## src/rtl/pc_sequencer_if.sv

```systemverilog
// Vector-fetch bus between the PC sequencer and the vector memory.
// The sequencer raises vec_rd with a stable vec_addr until memory
// answers with vec_valid/vec_data (any number of cycles later).
interface pc_sequencer_if #(
    parameter int AW = 8
);
    logic          vec_rd;
    logic [AW-1:0] vec_addr;
    logic [AW-1:0] vec_data;
    logic          vec_valid;

    modport master (
        output vec_rd,
        output vec_addr,
        input  vec_data,
        input  vec_valid
    );

    modport slave (
        input  vec_rd,
        input  vec_addr,
        output vec_data,
        output vec_valid
    );
endinterface

```

## src/rtl/pc_sequencer.sv

```systemverilog
// Program-counter sequencer: boots from vector M[0], steps the PC,
// applies branch/return redirects and stalls, and takes prioritised
// edge-triggered interrupts through vectors M[1+k].
module pc_sequencer #(
    parameter int AW   = 8,
    parameter int NIRQ = 4
) (
    input  logic            clk,
    input  logic            rst,
    input  logic            sys_rst_req,
    input  logic [NIRQ-1:0] irq,
    input  logic            irq_en,
    input  logic            stall,
    input  logic            branch_taken,
    input  logic [AW-1:0]   branch_target,
    input  logic            ret_taken,
    input  logic [AW-1:0]   ret_addr,
    pc_sequencer_if.master  vec,
    output logic [AW-1:0]   pc,
    output logic            pc_valid,
    output logic            intr_ack,
    output logic [2:0]      intr_id,
    output logic [AW-1:0]   save_pc
);

    typedef enum logic [1:0] {
        RST_FETCH,
        IRQ_FETCH,
        RUN
    } state_t;

    state_t          state;
    logic [NIRQ-1:0] irq_q;
    logic [NIRQ-1:0] irq_pend;
    logic [NIRQ-1:0] irq_rise;
    logic [NIRQ-1:0] accept_mask;
    logic [AW-1:0]   seq_next;
    logic [2:0]      pend_idx;
    logic            accept;

    // Lowest set bit wins: irq[0] has the highest priority.
    function automatic logic [2:0] lowest_pending(input logic [NIRQ-1:0] p);
        logic [2:0] idx;
        idx = 3'd0;
        for (int i = NIRQ - 1; i >= 0; i--) begin
            if (p[i]) idx = 3'(i);
        end
        return idx;
    endfunction

    // Next sequential PC and interrupt-accept decision for this cycle.
    always_comb begin
        irq_rise    = irq & ~irq_q;
        pend_idx    = lowest_pending(irq_pend);
        if (ret_taken)
            seq_next = ret_addr;
        else if (branch_taken)
            seq_next = branch_target;
        else
            seq_next = pc + AW'(1);
        accept      = (state == RUN) && irq_en && !stall && !sys_rst_req && (|irq_pend);
        accept_mask = accept ? (NIRQ'(1) << pend_idx) : '0;
    end

    // Sequencer FSM with registered bus and status outputs. A new irq edge
    // is ORed in after the accept clear, so an edge coincident with the
    // accept of the same line stays pending.
    always_ff @(posedge clk or posedge rst) begin
        if (rst) begin
            state        <= RST_FETCH;
            pc           <= '0;
            pc_valid     <= 1'b0;
            irq_q        <= '0;
            irq_pend     <= '0;
            intr_ack     <= 1'b0;
            intr_id      <= 3'd0;
            save_pc      <= '0;
            vec.vec_rd   <= 1'b1;
            vec.vec_addr <= '0;
        end else begin
            irq_q    <= irq;
            irq_pend <= (irq_pend & ~accept_mask) | irq_rise;
            intr_ack <= 1'b0;
            if (sys_rst_req) begin
                // Architectural reset wins everywhere, aborting any vector fetch.
                state        <= RST_FETCH;
                pc_valid     <= 1'b0;
                vec.vec_rd   <= 1'b1;
                vec.vec_addr <= '0;
            end else begin
                case (state)
                    RST_FETCH, IRQ_FETCH: begin
                        if (vec.vec_valid) begin
                            pc         <= vec.vec_data;
                            state      <= RUN;
                            pc_valid   <= 1'b1;
                            vec.vec_rd <= 1'b0;
                        end
                    end
                    RUN: begin
                        if (accept) begin
                            // Push the redirect/increment this cycle would have
                            // produced so the return lands where flow was going.
                            state        <= IRQ_FETCH;
                            pc_valid     <= 1'b0;
                            vec.vec_rd   <= 1'b1;
                            vec.vec_addr <= AW'(pend_idx) + AW'(1);
                            intr_ack     <= 1'b1;
                            intr_id      <= pend_idx;
                            save_pc      <= seq_next;
                        end else if (!stall) begin
                            pc <= seq_next;
                        end
                    end
                    default: begin
                        state        <= RST_FETCH;
                        pc_valid     <= 1'b0;
                        vec.vec_rd   <= 1'b1;
                        vec.vec_addr <= '0;
                    end
                endcase
            end
        end
    end

endmodule

```

## src/flat_wrapper.sv

```systemverilog
// flat-port wrapper written by rule: the top's interface ports become plain ports
module pc_sequencer_flat 
#(
    parameter int AW   = 8,
    parameter int NIRQ = 4
)
  (clk, rst, sys_rst_req, irq, irq_en, stall, branch_taken, branch_target, ret_taken, ret_addr, pc, pc_valid, intr_ack, intr_id, save_pc, vec_vec_rd, vec_vec_addr, vec_vec_data, vec_vec_valid);
  pc_sequencer_if #(.AW(AW)) vec_i ();
  input  logic clk;
  input  logic rst;
  input  logic sys_rst_req;
  input  logic [NIRQ-1:0] irq;
  input  logic irq_en;
  input  logic stall;
  input  logic branch_taken;
  input  logic [AW-1:0] branch_target;
  input  logic ret_taken;
  input  logic [AW-1:0] ret_addr;
  output logic [AW-1:0] pc;
  output logic pc_valid;
  output logic intr_ack;
  output logic [2:0] intr_id;
  output logic [AW-1:0] save_pc;
  output wire logic [$bits(vec_i.vec_rd)-1:0] vec_vec_rd;
  output wire logic [$bits(vec_i.vec_addr)-1:0] vec_vec_addr;
  input wire logic [$bits(vec_i.vec_data)-1:0] vec_vec_data;
  input wire logic [$bits(vec_i.vec_valid)-1:0] vec_vec_valid;
  assign vec_vec_rd = vec_i.vec_rd;
  assign vec_vec_addr = vec_i.vec_addr;
  assign vec_i.vec_data = vec_vec_data;
  assign vec_i.vec_valid = vec_vec_valid;
  pc_sequencer #(.AW(AW), .NIRQ(NIRQ)) u_core (.clk(clk), .rst(rst), .sys_rst_req(sys_rst_req), .irq(irq), .irq_en(irq_en), .stall(stall), .branch_taken(branch_taken), .branch_target(branch_target), .ret_taken(ret_taken), .ret_addr(ret_addr), .vec(vec_i), .pc(pc), .pc_valid(pc_valid), .intr_ack(intr_ack), .intr_id(intr_id), .save_pc(save_pc));
endmodule
```

## config.mk

```make
export PLATFORM = sky130hd
export DESIGN_NAME = pc_sequencer_flat
export DESIGN_NICKNAME = d
export VERILOG_FILES = /design/src/rtl/pc_sequencer_if.sv /design/src/rtl/pc_sequencer.sv /design/src/flat_wrapper.sv
export SDC_FILE = /design/constraint.sdc
export NUM_CORES = 1
export LEC_CHECK = 0
export BUFFER_PORTS_ARGS = -buffer_cell sky130_fd_sc_hd__buf_2
export CORE_MARGIN = 2
export CORE_UTILIZATION = 40
export CTS_BUF_LIST = sky130_fd_sc_hd__clkbuf_16
export DETAILED_ROUTE_END_ITERATION = 10
export PLACE_DENSITY = 0.78
export SYNTH_ARGS = -nofsm -noshare
export SYNTH_HDL_FRONTEND = slang
export SYNTH_SLANG_ARGS = --single-unit
export TNS_END_PERCENT = 50
```

## constraint.sdc

```tcl
create_clock -name clk -period 3.2 [get_ports clk]
set_clock_uncertainty 0.2 [all_clocks]
set_input_delay 0.48 -clock clk [delete_from_list [all_inputs] [get_ports clk]]
set_output_delay 0.48 -clock clk [all_outputs]
set_load 0.03 [all_outputs]
```

Yosys cells after proc, flatten, opt, wreduce, memory -nomap -nowiden

Index checks and enable logic that the tools add are counted.

Add/subtract/negate cells: 2
Multiplexer cells: 29
Shifts and indexed selects: 1
Bitwise gates (word level): 6
Equality and inequality tests: 8
Reduce and logical (&&, ||, !) cells: 14

Operator list:

| cell                | number |
|---|---|
| $mux 8              | 7 |
| $pmux 8 s2          | 2 |
| $mux 2              | 7 |
| $mux 1              | 9 |
| $add 8x1->8 const B | 1 |
| $and 4x4->4         | 2 |
| $ne 2x2->1 const B  | 4 |
| $not 4->4           | 2 |
| $reduce_and 5->1    | 1 |
| $logic_and 1x1->1   | 4 |
| $mux 4              | 1 |
| $or 4x4->4          | 1 |
| $pmux 1 s2          | 2 |
| $pmux 2 s2          | 1 |
| $reduce_and 2->1    | 2 |
| $reduce_or 4->1     | 1 |
| $shl 1x2->4 const A | 1 |
| $add 2x1->3 const B | 1 |
| $ne 3x2->1 const B  | 1 |
| $ne 3x3->1 const B  | 1 |
| $reduce_and 3->1    | 1 |
| $eq 2x1->1 const B  | 1 |
| $eq 2x2->1 const B  | 1 |
| $logic_not 1->1     | 2 |
| other kinds (4)     | 4 |

Input port bits: 36
Output and inout bits: 30
Logic and storage cells: 70
Register bits after elaboration: 40

Longest topological paths before layout

Gate-level depths: netlist (run 1).

Depth after elaboration: 9
Gate-level depth with buffers: 6
Depth with buffers taken out: 6

Worst setup path after synthesis (run 1)

OpenSTA, ideal clock, no wires.

Kind: reg2reg
Start point: register u_core.pc[2]
End point: register u_core.save_pc[7]
Period minus slack after synthesis: 1.835 ns
Slack: 1.365 ns
Stages on the path, launching flop included: 6
Required time: 2.918 ns
Data arrival time: 1.553 ns
Setup time: 0.082 ns
Buffers on the path: 0
Cell sequence: dfrtp_1 -> and4_1 -> nand4_1 -> xor2_1 -> or3_1 -> a31oi_1

Cells in the longest elaborated chain, start to end: 3

Ends and longest elaborated chain:

| element                | line                | text |
|---|---|---|
| start, declared        | pc_sequencer.sv:19  | `output logic [AW-1:0] pc,` |
| start signal, assigned | pc_sequencer.sv:94  | `pc <= vec.vec_data;` |
| start signal, assigned | pc_sequencer.sv:112 | `pc <= seq_next;` |
| $add 8x1->8            | pc_sequencer.sv:60  | `seq_next = pc + AW'(1);` |
| $mux 8                 | pc_sequencer.sv:57  | `else if (branch_taken)` |
| $mux 8                 | pc_sequencer.sv:55  | `if (ret_taken)` |
| end signal, assigned   | pc_sequencer.sv:110 | `save_pc <= seq_next;` |
| end, declared          | pc_sequencer.sv:23  | `output logic [AW-1:0] save_pc` |

Every way passes these cells.
A chain may end at the register's enable or synchronous reset.

Final worst setup path (run 1)

Start point: register u_core.state[0]
End point: register u_core.vec.vec_addr[0]

Cells in the longest elaborated chain, start to end: 7
Elaborated cells between the ends (all ways): 13
Classes of those cells: eq/ne: 4; mux: 2; reduce/logical: 7

Ends and longest elaborated chain:

| element                        | line                                   | text |
|---|---|---|
| start, declared                | pc_sequencer.sv:32                     | `state_t state;` |
| start signal, assigned         | pc_sequencer.sv:70                     | `state <= RST_FETCH;` |
| start signal, assigned         | pc_sequencer.sv:86                     | `state <= RST_FETCH;` |
| start signal, assigned         | pc_sequencer.sv:95                     | `state <= RUN;` |
| $eq 2x2->1                     | pc_sequencer.sv:61, pc_sequencer.sv:91 |  |
| $logic_and 1x1->1 (4 in a row) | pc_sequencer.sv:61                     | `accept = (state == RUN) && irq_en && !stall && !sys_rst_req && (\|irq_pend);` |
| $ne 3x2->1 (no line)           | -                                      |  |
| $reduce_and 2->1 (no line)     | -                                      |  |
| end signal, assigned           | pc_sequencer.sv:107                    | `vec.vec_addr <= AW'(pend_idx) + AW'(1);` |
| end, declared                  | pc_sequencer_if.sv:14                  | `output vec_addr,` |

Several ways; a longest one is shown, not always the timed one.

==> flow_summary.toml, run 1 <==
[run_status]
status = "complete, no violations"

[global_routing]
grt_pass1_vias = 1530
grt_pass1_wl_um = 7058
grt_max_degree = 23
grt.total_usage_pct = 17.81
antenna_found_initial = 0
grt-ovfl-total = 0

[route]
vias = 1553
drc = 0
firstDrtPassIters = 4
routedWlPerCell_um = 13.90
dr.first_iter.drc_count = 82
ant_nets = 0
drt-total-wl_um = 4157
wl_met1_um = 1839
wl_met3_um = 314
vias_per_cell = 5.194
wl_met2_um = 1937
routed.top_layer = "met4"

[timing]
rsz0062_at_grt = "no"
relSlewSlack_pct = 47.02
worst_pin_slew_ps = 793.9
finalCritPeriodShare_pct = 67.92
setup_viol = 0
fmax_ghz = 0.4601
min_period_ps = 2173
finalHoldViolCount = 0
final.setup.tns_ps = 0
report.final.slew_viol_count = 0

[clock_network]
cts-root-buf = "clkbuf_16"
tritoncts = "built"
numCtsBuffers = 5
htree_num_levels = 2
cts_sinks = 34
postCtsSetupRepairBufs = 0
clk_latency_ps = 270
cts-hold-fix-buffers = 0
cts_buffer_depth = 2
clk_pin_slew_ps = 50
ctsResizeCount = 0

[logic_synthesis]
synth_area_leader_cell = "dfrtp_1"
synthArstFlopShare_pct = 100.0
synth_cells = 186
synth_seq_cells = 34
ys_seq_area_share_pct = 47.03
ys_top_cells_by_area = "dfrtp_1 (46%), nand2_1 (4.6%), nor2_1 (3.9%)"
syn_area_mm2 = 0.001812
syn_area_per_cell_um2 = 9.741
synth_top_cells_by_count = "dfrtp_1 (33), nand2_1 (22), nor2_1 (19)"
synthFlopType = "dfrtp_1"
synth_top_area_share_pct = 45.58
yosysMostFrequentCell = "dfrtp_1"
yosysWarningCount = 0
synth_cell_types = 45
synth_edf_count = 0

[finish]
antenna_cells = 0
fin_nets = 287
ff_latch_area_um2 = 852.1
design_area_mm2 = 0.002258
fill_cells = 398
utilization_pct = 51.87
area_delta_synth_final_pct = 24.65
drive_above_1_share_pct = 30.36
multi_input_area_um2 = 860.8

[floorplan]
row_count = 24
die_y_um = 71.30
initial_core_util_pct = 41.61
die_w_um = 71.30
core_area_mm2 = 0.004354
die_area_mm2 = 0.005084
io_pins = 66

[power_and_ir_drop]
peakVddDrop_mv = 0.2778
finalPower_mw = 1.376
leakage_nw = 1.162
powerDensity_mw_per_mm2 = 609.5

[worst_setup_path]
critPathArrivalTime_ps = 2140
start_kind = "register"
crit_path_end_kind = "register"
criticalPathCategory = "register to register"
crit_required_ps = 3170
cp_max_fo = 18

[min_path]
hold_class = "input port to register"

[placed_design]
place_hpwl_um = 3329
routabilityCongestion = 0.8623
io_buffers = 59
postPlaceCellArea_mm2 = 0.002121

[job]
cap_violations = 0
sequential cells by signal (all words and copies together), names as in the netlist:
signal / cells
u_core.intr_id: 2
u_core.pc_valid: 1
u_core.state: 2
u_core.vec.vec_addr: 3
u_core.irq_pend: 4
u_core.vec.vec_rd: 1
u_core.intr_ack: 1
u_core.pc: 8
u_core.save_pc: 8
u_core.irq_q: 4
final timing paths:
| check | start | to | slack (ps) | cells past startpoint |
|---|---|---|---|---|
| worst min register to register | u_core.save_pc[2]$_DFFE_PP0P_ | u_core.save_pc[2]$_DFFE_PP0P_ | 280 | 2 |
| worst max-delay path | u_core.state[0]$_DFFE_PP0P_ | u_core.vec.vec_addr[0]$_DFFE_PP0P_ | 1030 | 6 |
| max in group asynchronous | rst | u_core.vec.vec_rd$_DFFE_PP1P_ | 1900 | 3 |
| worst max register to register | u_core.state[0]$_DFFE_PP0P_ | u_core.vec.vec_addr[0]$_DFFE_PP0P_ | 1030 | 6 |
| worst min-delay path | irq[3] | u_core.irq_q[3]$_DFF_PP0_ | 120 | 1 |
| min in group asynchronous | rst | u_core.save_pc[2]$_DFFE_PP0P_ | 150 | 2 |
layout by cell type (no fill, tap or decap), types with 2 or more instances in the layout:
master	instances
o211ai_1	2
inv_1	10
conb_1	6
a22o_1	8
dfrtp_1	33
nor2_1	19
a21oi_1	8
ha_1	5
buf_2	59
o21a_1	5
xnor2_1	2
o311ai_0	2
o221ai_1	3
nor3_1	3
o21ai_0	12
nand3_1	3
mux2i_1	2
a211oi_1	2
a21o_1	2
nand2b_1	6
xor2_1	3
nand2_1	22
clkbuf_16	5
nor2b_1	3
final cells by class:
class                   count  area share, %
clock buffers               5          5.540
clock inverters             3         0.5540
inverters                  10          1.773
multi-input cells         135          38.12
flip-flops and latches     34          37.73
well taps                  52          2.881
repair buffers             60          13.41
critical path, cell delays in order (launching register included):
cell	delay [ps]
dfrtp_1	420
and2b_1	510
nand3b_4	270
inv_4	220
o21a_1	170
nor2_4	40
a22o_1	220
cell families (layout without fill, tap and decap cells):
| kind of cell | after synthesis | count (layout) | synth area share [%] |
|---|---|---|---|
| other | 1 | 6 | 0.2070 |
| xor gates and xnor gates | 5 | 5 | 2.418 |
| adders and majority gates | 5 | 5 | 3.453 |
| buffers and inverters | 22 | 78 | 6.492 |
| and+or+nand+nor | 64 | 64 | 17.34 |
| AOI/OAI and AO/OA | 52 | 52 | 21.34 |
| muxes | 3 | 3 | 1.727 |
| DFF | 34 | 34 | 47.03 |
metal layers:
metal	up-vias	track usage, %
met2	63	28.29
met1	724	23.17
met4	0	6.289
met5	-	0
li1	758	-
met3	8	5.345
power by group:
group	internal [mW]	leakage (nW)	total, mW	switching (mW)
sequential	0.495	0.411	0.558	0.0630
combinational	0.128	0.678	0.375	0.248
clock	0.280	0.0724	0.443	0.163
stage by stage:
stage | setup slack (ps) | cells | hold WS [ps]
2_1_floorplan | 1365 | 191 | 311.4
3_5_place_dp | 1020 | 291 | 273.2
6_report | 1027 | 299 | 124.2
4_1_cts | 1011 | 299 | 119.2
3_3_place_gp | 1067 | 291 | 258.9
5_1_grt | 827.9 | 299 | 123.2
No activity file was read; power rests on OpenSTA's default activity.
==> run 2, diff against run 1 <==
--- a/config.mk
+++ b/config.mk
@@ -10,7 +10,7 @@
 export CORE_UTILIZATION = 40
 export CTS_BUF_LIST = sky130_fd_sc_hd__clkbuf_16
 export DETAILED_ROUTE_END_ITERATION = 10
-export PLACE_DENSITY = 0.78
+export PLACE_DENSITY = 0.8
 export SYNTH_ARGS = -nofsm -noshare
 export SYNTH_HDL_FRONTEND = slang
 export SYNTH_SLANG_ARGS = --single-unit
==> constraint.sdc (replaced) <==
create_clock -name clk -period 1.8 [get_ports clk]
set_clock_uncertainty 0.2 [all_clocks]
set_input_delay 0.27 -clock clk [delete_from_list [all_inputs] [get_ports clk]]
set_output_delay 0.27 -clock clk [all_outputs]
set_load 0.03 [all_outputs]
==> run 2 against run 1 <==
Effect of this change:
- sequential share of layout area shrank 3.7 points
- power grew 85%
- hold slack lost 17 ps
- wire length grew 10%
- sequential power grew 76%
- critical endpoint unchanged
==> flow_summary.toml, run 2 (synthesis gave the netlist of run 1 again) <==
[run_status]
status = "complete, no violations"

[route]
vias = 1653
routed.top_layer = "met4"
drc = 0
wl_met3_um = 297
wl_met1_um = 2058
firstDrtPassIters = 4
wl_met2_um = 2146
routedWlPerCell_um = 14.24
vias_per_cell = 5.150
drt-total-wl_um = 4572
dr.first_iter.drc_count = 86
ant_nets = 0

[placed_design]
routabilityCongestion = 0.8740
io_buffers = 59
dpl.cell_count = 305
postPlaceCellArea_mm2 = 0.002255
place_hpwl_um = 3396

[clock_network]
cts_sinks = 34
htree_num_levels = 2
clk_pin_slew_ps = 50
numCtsBuffers = 5
cts_buffer_depth = 2
tritoncts = "built"
clk_latency_ps = 270
cts-root-buf = "clkbuf_16"

[timing]
worst_pin_slew_ps = 505.2
final.setup.tns_ps = 0
fmax_ghz = 0.5701
min_period_ps = 1754
report.final.slew_viol_count = 0
setup_viol = 0
relSlewSlack_pct = 66.28
finalHoldViolCount = 0
rsz0062_at_grt = "yes"
hold_slack_ps = 107.0
finalCritPeriodShare_pct = 97.44

[global_routing]
grt_max_degree = 25
grt_pass1_wl_um = 7652
grt.total_usage_pct = 19.27
antenna_found_initial = 0
grt_pass1_vias = 1602
grt-ovfl-total = 0

[finish]
fin_nets = 309
fill_cells = 385
drive_above_1_share_pct = 39.41
utilization_pct = 58.07
mostFrequentLayoutCell = "buf_2"
mostFrequentLayoutCells = "buf_2 (59), dfrtp_1 (27), nand2_1 (22), nor2_1 (19), buf_4 (13)"
top_regs = "u_core.pc x8, u_core.save_pc x8"
antenna_cells = 0
design_area_mm2 = 0.002529
area_delta_synth_final_pct = 39.57
instances_no_fill = 321

[worst_setup_path]
r2r-end = "u_core.vec.vec_addr[0]$_DFFE_PP0P_"
criticalPathCategory = "register to register"
rr_worst_depth = 6
timing.reg2reg.setup_slack_ps = 50
crit_path_end_kind = "register"
regToRegStartpoint = "u_core.irq_pend[1]$_DFF_PP0_"
start_kind = "register"
crit_required_ps = 1810
critPathArrivalTime_ps = 1770
cp_max_fo = 4

[job]
cap_violations = 0

[floorplan]
die_y_um = 71.30
row_count = 24
die_w_um = 71.30
initial_core_util_pct = 41.61
core_area_mm2 = 0.004354
io_pins = 66
die_area_mm2 = 0.005084

[power_and_ir_drop]
peakVddDrop_mv = 0.4643
leakage_nw = 1.275
powerDensity_mw_per_mm2 = 1005

[min_path]
hold_class = "input port to register"
hold_depth = 3
hold_end = "u_core.pc[5]$_DFFE_PP0P_"
hp-start = "vec_vec_data[5]"
-- run 2: cell types whose count changed in the layout (fill, tap and decap cells not counted), sizes merged --
cell	change
buf	+16
dlygate4sd3	+5
a31oi	+1
-- run 2: per-layer routing --
| layer | vias up | track usage, % |
|---|---|---|
| met3 | 7 | 5.204 |
| met4 | 0 | 7.338 |
| met5 | - | 0 |
| met1 | 784 | 24.66 |
| li1 | 800 | - |
| met2 | 62 | 31.28 |
-- run 2: final cells by class --
class	instances	area [um2]	share of cell area [%]
Multi-Input combinational cell	136	918.4	36.32
Sequential cell	34	859.6	33.99
Timing Repair Buffer	81	505.5	19.99
Clock buffer	5	125.1	4.948
Tap cell	52	65.06	2.573
Inverter	10	42.54	1.682
Clock inverter	3	12.51	0.4948
-- run 2: through the flow --
stage	total power [mW]	worst slack [ps]
detailed placement	1.715	-55.68
finish	2.540	46.03
CTS	2.533	-44.99
floorplan	1.459	7.672
global placement	1.702	-17.95
global route	2.671	-35.31
-- run 2: where the power goes --
part | leakage [nW] | switching, mW | internal, mW | total, mW
logic | 0.797 | 0.480 | 0.283 | 0.763
registers | 0.405 | 0.0991 | 0.885 | 0.984
clock network | 0.0724 | 0.295 | 0.499 | 0.793
total | 1.27 | 0.874 | 1.67 | 2.54
-- run 2: repair_timing --
action / 4_1_cts / 5_1_grt
setup buffers: 0 / 2
cloned: 0 / 1
resized for setup: 2 / 14
hold endpoints to repair: 13 / 0
pin swaps: 0 / 4
endpoints found under the setup margin: 3 / 23
hold buffers: 5 / 0
-- run 2: worst max-delay path, cell delays in order, from the launching register on --
cell and delay [ps]:
dfrtp_2 440, o41ai_4 350, nand3b_4 220, inv_6 40, o21a_1 190, nor2_4 110
a22o_1 140
-- run 2: how the worst max path moves through the flow --
| stage | from | end | slack [ps] | cells past startpoint |
|---|---|---|---|---|
| detailed placement | u_core.state[1]$_DFFE_PP0P_ | u_core.pc[0]$_DFFE_PP0P_ | -60 | 3 |
| global route | u_core.irq_pend[0]$_DFF_PP0_ | u_core.vec.vec_addr[0]$_DFFE_PP0P_ | -40 | 6 |
| global placement | u_core.state[1]$_DFFE_PP0P_ | u_core.pc[0]$_DFFE_PP0P_ | -20 | 3 |
| CTS | u_core.irq_pend[0]$_DFF_PP0_ | u_core.vec.vec_addr[0]$_DFFE_PP0P_ | -40 | 6 |
| floorplan | u_core.pc[0]$_DFFE_PP0P_ | u_core.pc[4]$_DFFE_PP0P_ | 8 | 6 |
| finish | u_core.irq_pend[1]$_DFF_PP0_ | u_core.vec.vec_addr[0]$_DFFE_PP0P_ | 50 | 6 |
==> run 3, diff against run 2 <==
--- a/config.mk
+++ b/config.mk
@@ -10,6 +10,7 @@
 export CORE_UTILIZATION = 40
 export CTS_BUF_LIST = sky130_fd_sc_hd__clkbuf_16
 export DETAILED_ROUTE_END_ITERATION = 10
+export MAX_ROUTING_LAYER = met4
 export PLACE_DENSITY = 0.8
 export SYNTH_ARGS = -nofsm -noshare
 export SYNTH_HDL_FRONTEND = slang
==> run 3 against run 2 <==
Effect of this change:
- combinational power about the same
- maximum frequency about the same
- global-route usage increased by 0.58 points
- design area unchanged
- highest routed layer unchanged
- setup slack about the same
==> flow_summary.toml, run 3 (synthesis gave the netlist of run 1 again) <==
[run_status]
status = "complete, no violations"

[worst_setup_path]
start_kind = "register"
cp.depth = 6
rr_worst_depth = 6
crit_path_end_kind = "register"
criticalPathCategory = "register to register"
crit_required_ps = 1810
cp_max_fo = 4
critPathArrivalTime_ps = 1770
path_buf_inv = 1
cp_slowest_cell = "dfrtp_2"
crit_chain = "o41ai_4 > nand3b_4 > inv_6 > o21a_1 > nor2_4 > a22o_1"
worst_path_largest_cell_delay_ps = 440
timing.reg2reg.setup_slack_ps = 50
critPathTopFamily = "compound AO/OA/AOI/OAI gates"

[timing]
worst_pin_slew_ps = 505.4
report.final.slew_viol_count = 0
hold_slack_ps = 104.0
setup_viol = 0
final.setup.tns_ps = 0
finalCritPeriodShare_pct = 97.45
fmax_ghz = 0.5701
rsz0062_at_grt = "yes"
relSlewSlack_pct = 66.27
finalHoldViolCount = 0
min_period_ps = 1754

[global_routing]
antenna_found_initial = 0
use_met3_pct = 4.923
grt_pass1_wl_um = 7652
use_met1_pct = 24.84
grtUsageMet2_pct = 31.28
gr-max-usage-layer = "met2"
grt.total_usage_pct = 19.86
grt-ovfl-total = 0
grt_max_degree = 25
grt_pass1_vias = 1602

[clock_network]
htree_num_levels = 2
clk_pin_slew_ps = 50
cts_sinks = 34
numCtsBuffers = 5
tritoncts = "built"
clk_latency_ps = 270
cts_buffer_depth = 2
cts-root-buf = "clkbuf_16"

[finish]
mostFrequentLayoutCells = "buf_2 (59), dfrtp_1 (27), nand2_1 (22), nor2_1 (19), buf_4 (13)"
fin_nets = 309
fill_cells = 385
top_regs = "u_core.pc x8, u_core.save_pc x8"
utilization_pct = 58.07
antenna_cells = 0
drive_above_1_share_pct = 39.41
area_delta_synth_final_pct = 39.57
mostFrequentLayoutCell = "buf_2"
instances_no_fill = 321
design_area_mm2 = 0.002529

[placed_design]
place_hpwl_um = 3396
io_buffers = 59
postPlaceCellArea_mm2 = 0.002255
routabilityCongestion = 0.8884
dpl.cell_count = 305

[min_path]
hold_depth = 3
hold_class = "input port to register"

[power_and_ir_drop]
powerDensity_mw_per_mm2 = 1004
leakage_nw = 1.275
peakVddDrop_mv = 0.4619

[route]
routedWlPerCell_um = 14.19
vias = 1668
ant_nets = 0
firstDrtPassIters = 4
vias_per_cell = 5.196
dr.first_iter.drc_count = 90
drc = 0
drt-total-wl_um = 4556

[floorplan]
row_count = 24
die_y_um = 71.30
core_area_mm2 = 0.004354
io_pins = 66
initial_core_util_pct = 41.61
die_w_um = 71.30
die_area_mm2 = 0.005084

[job]
cap_violations = 0
## run 3: timing repair
action	in CTS	in global routing
setup buffers	0	2
gates cloned	0	1
pin swaps	0	4
setup endpoints to repair	3	23
hold buffers	5	0
gates resized for setup	2	14
hold endpoints to repair	13	0
## run 3: final cells by class
type	instances	area (um2)	area share (%)
inverter	10	42.54	1.682
tap	52	65.06	2.573
sequential	34	859.6	33.99
clock buffer	5	125.1	4.948
timing repair buffer	81	505.5	19.99
multi-input combinational	136	918.4	36.32
clock inverter	3	12.51	0.4948
## run 3: final timing paths
kind	start	endpoint
worst max register to register	u_core.irq_pend[1]$_DFF_PP0_	u_core.vec.vec_addr[0]$_DFFE_PP0P_
worst max-delay path	u_core.irq_pend[1]$_DFF_PP0_	u_core.vec.vec_addr[0]$_DFFE_PP0P_
max in group asynchronous	rst	u_core.irq_pend[1]$_DFF_PP0_
worst min-delay path	vec_vec_data[5]	u_core.pc[5]$_DFFE_PP0P_
min in group asynchronous	rst	u_core.irq_q[0]$_DFF_PP0_
worst min register to register	u_core.save_pc[0]$_DFFE_PP0P_	u_core.save_pc[0]$_DFFE_PP0P_
## run 3: routing by layer
metal  routed length (um)  share of wire (%)
met5                    0                  0
met4                   69                1.5
met3                  268                5.9
met2                 2176                 48
met1                 2042                 45
## run 3: tightest hold or removal path, cell delays in order
cell,delay [ps]
buf_2,100
nor2_1,100
o31ai_1,70
## run 3: stage by stage
| step | total power, mW | setup WS [ps] |
|---|---|---|
| after floorplan | 1.459 | 7.672 |
| after global placement | 1.702 | -17.95 |
| after detailed placement | 1.715 | -55.68 |
| after CTS | 2.533 | -44.99 |
| after global routing | 2.671 | -35.31 |
| final | 2.539 | 45.87 |
## run 3: report_power, final
group / internal (mW) / switching [mW] / total (mW)
Combinational: 0.283 / 0.481 / 0.763
Sequential: 0.885 / 0.0980 / 0.983
Clock: 0.499 / 0.294 / 0.793
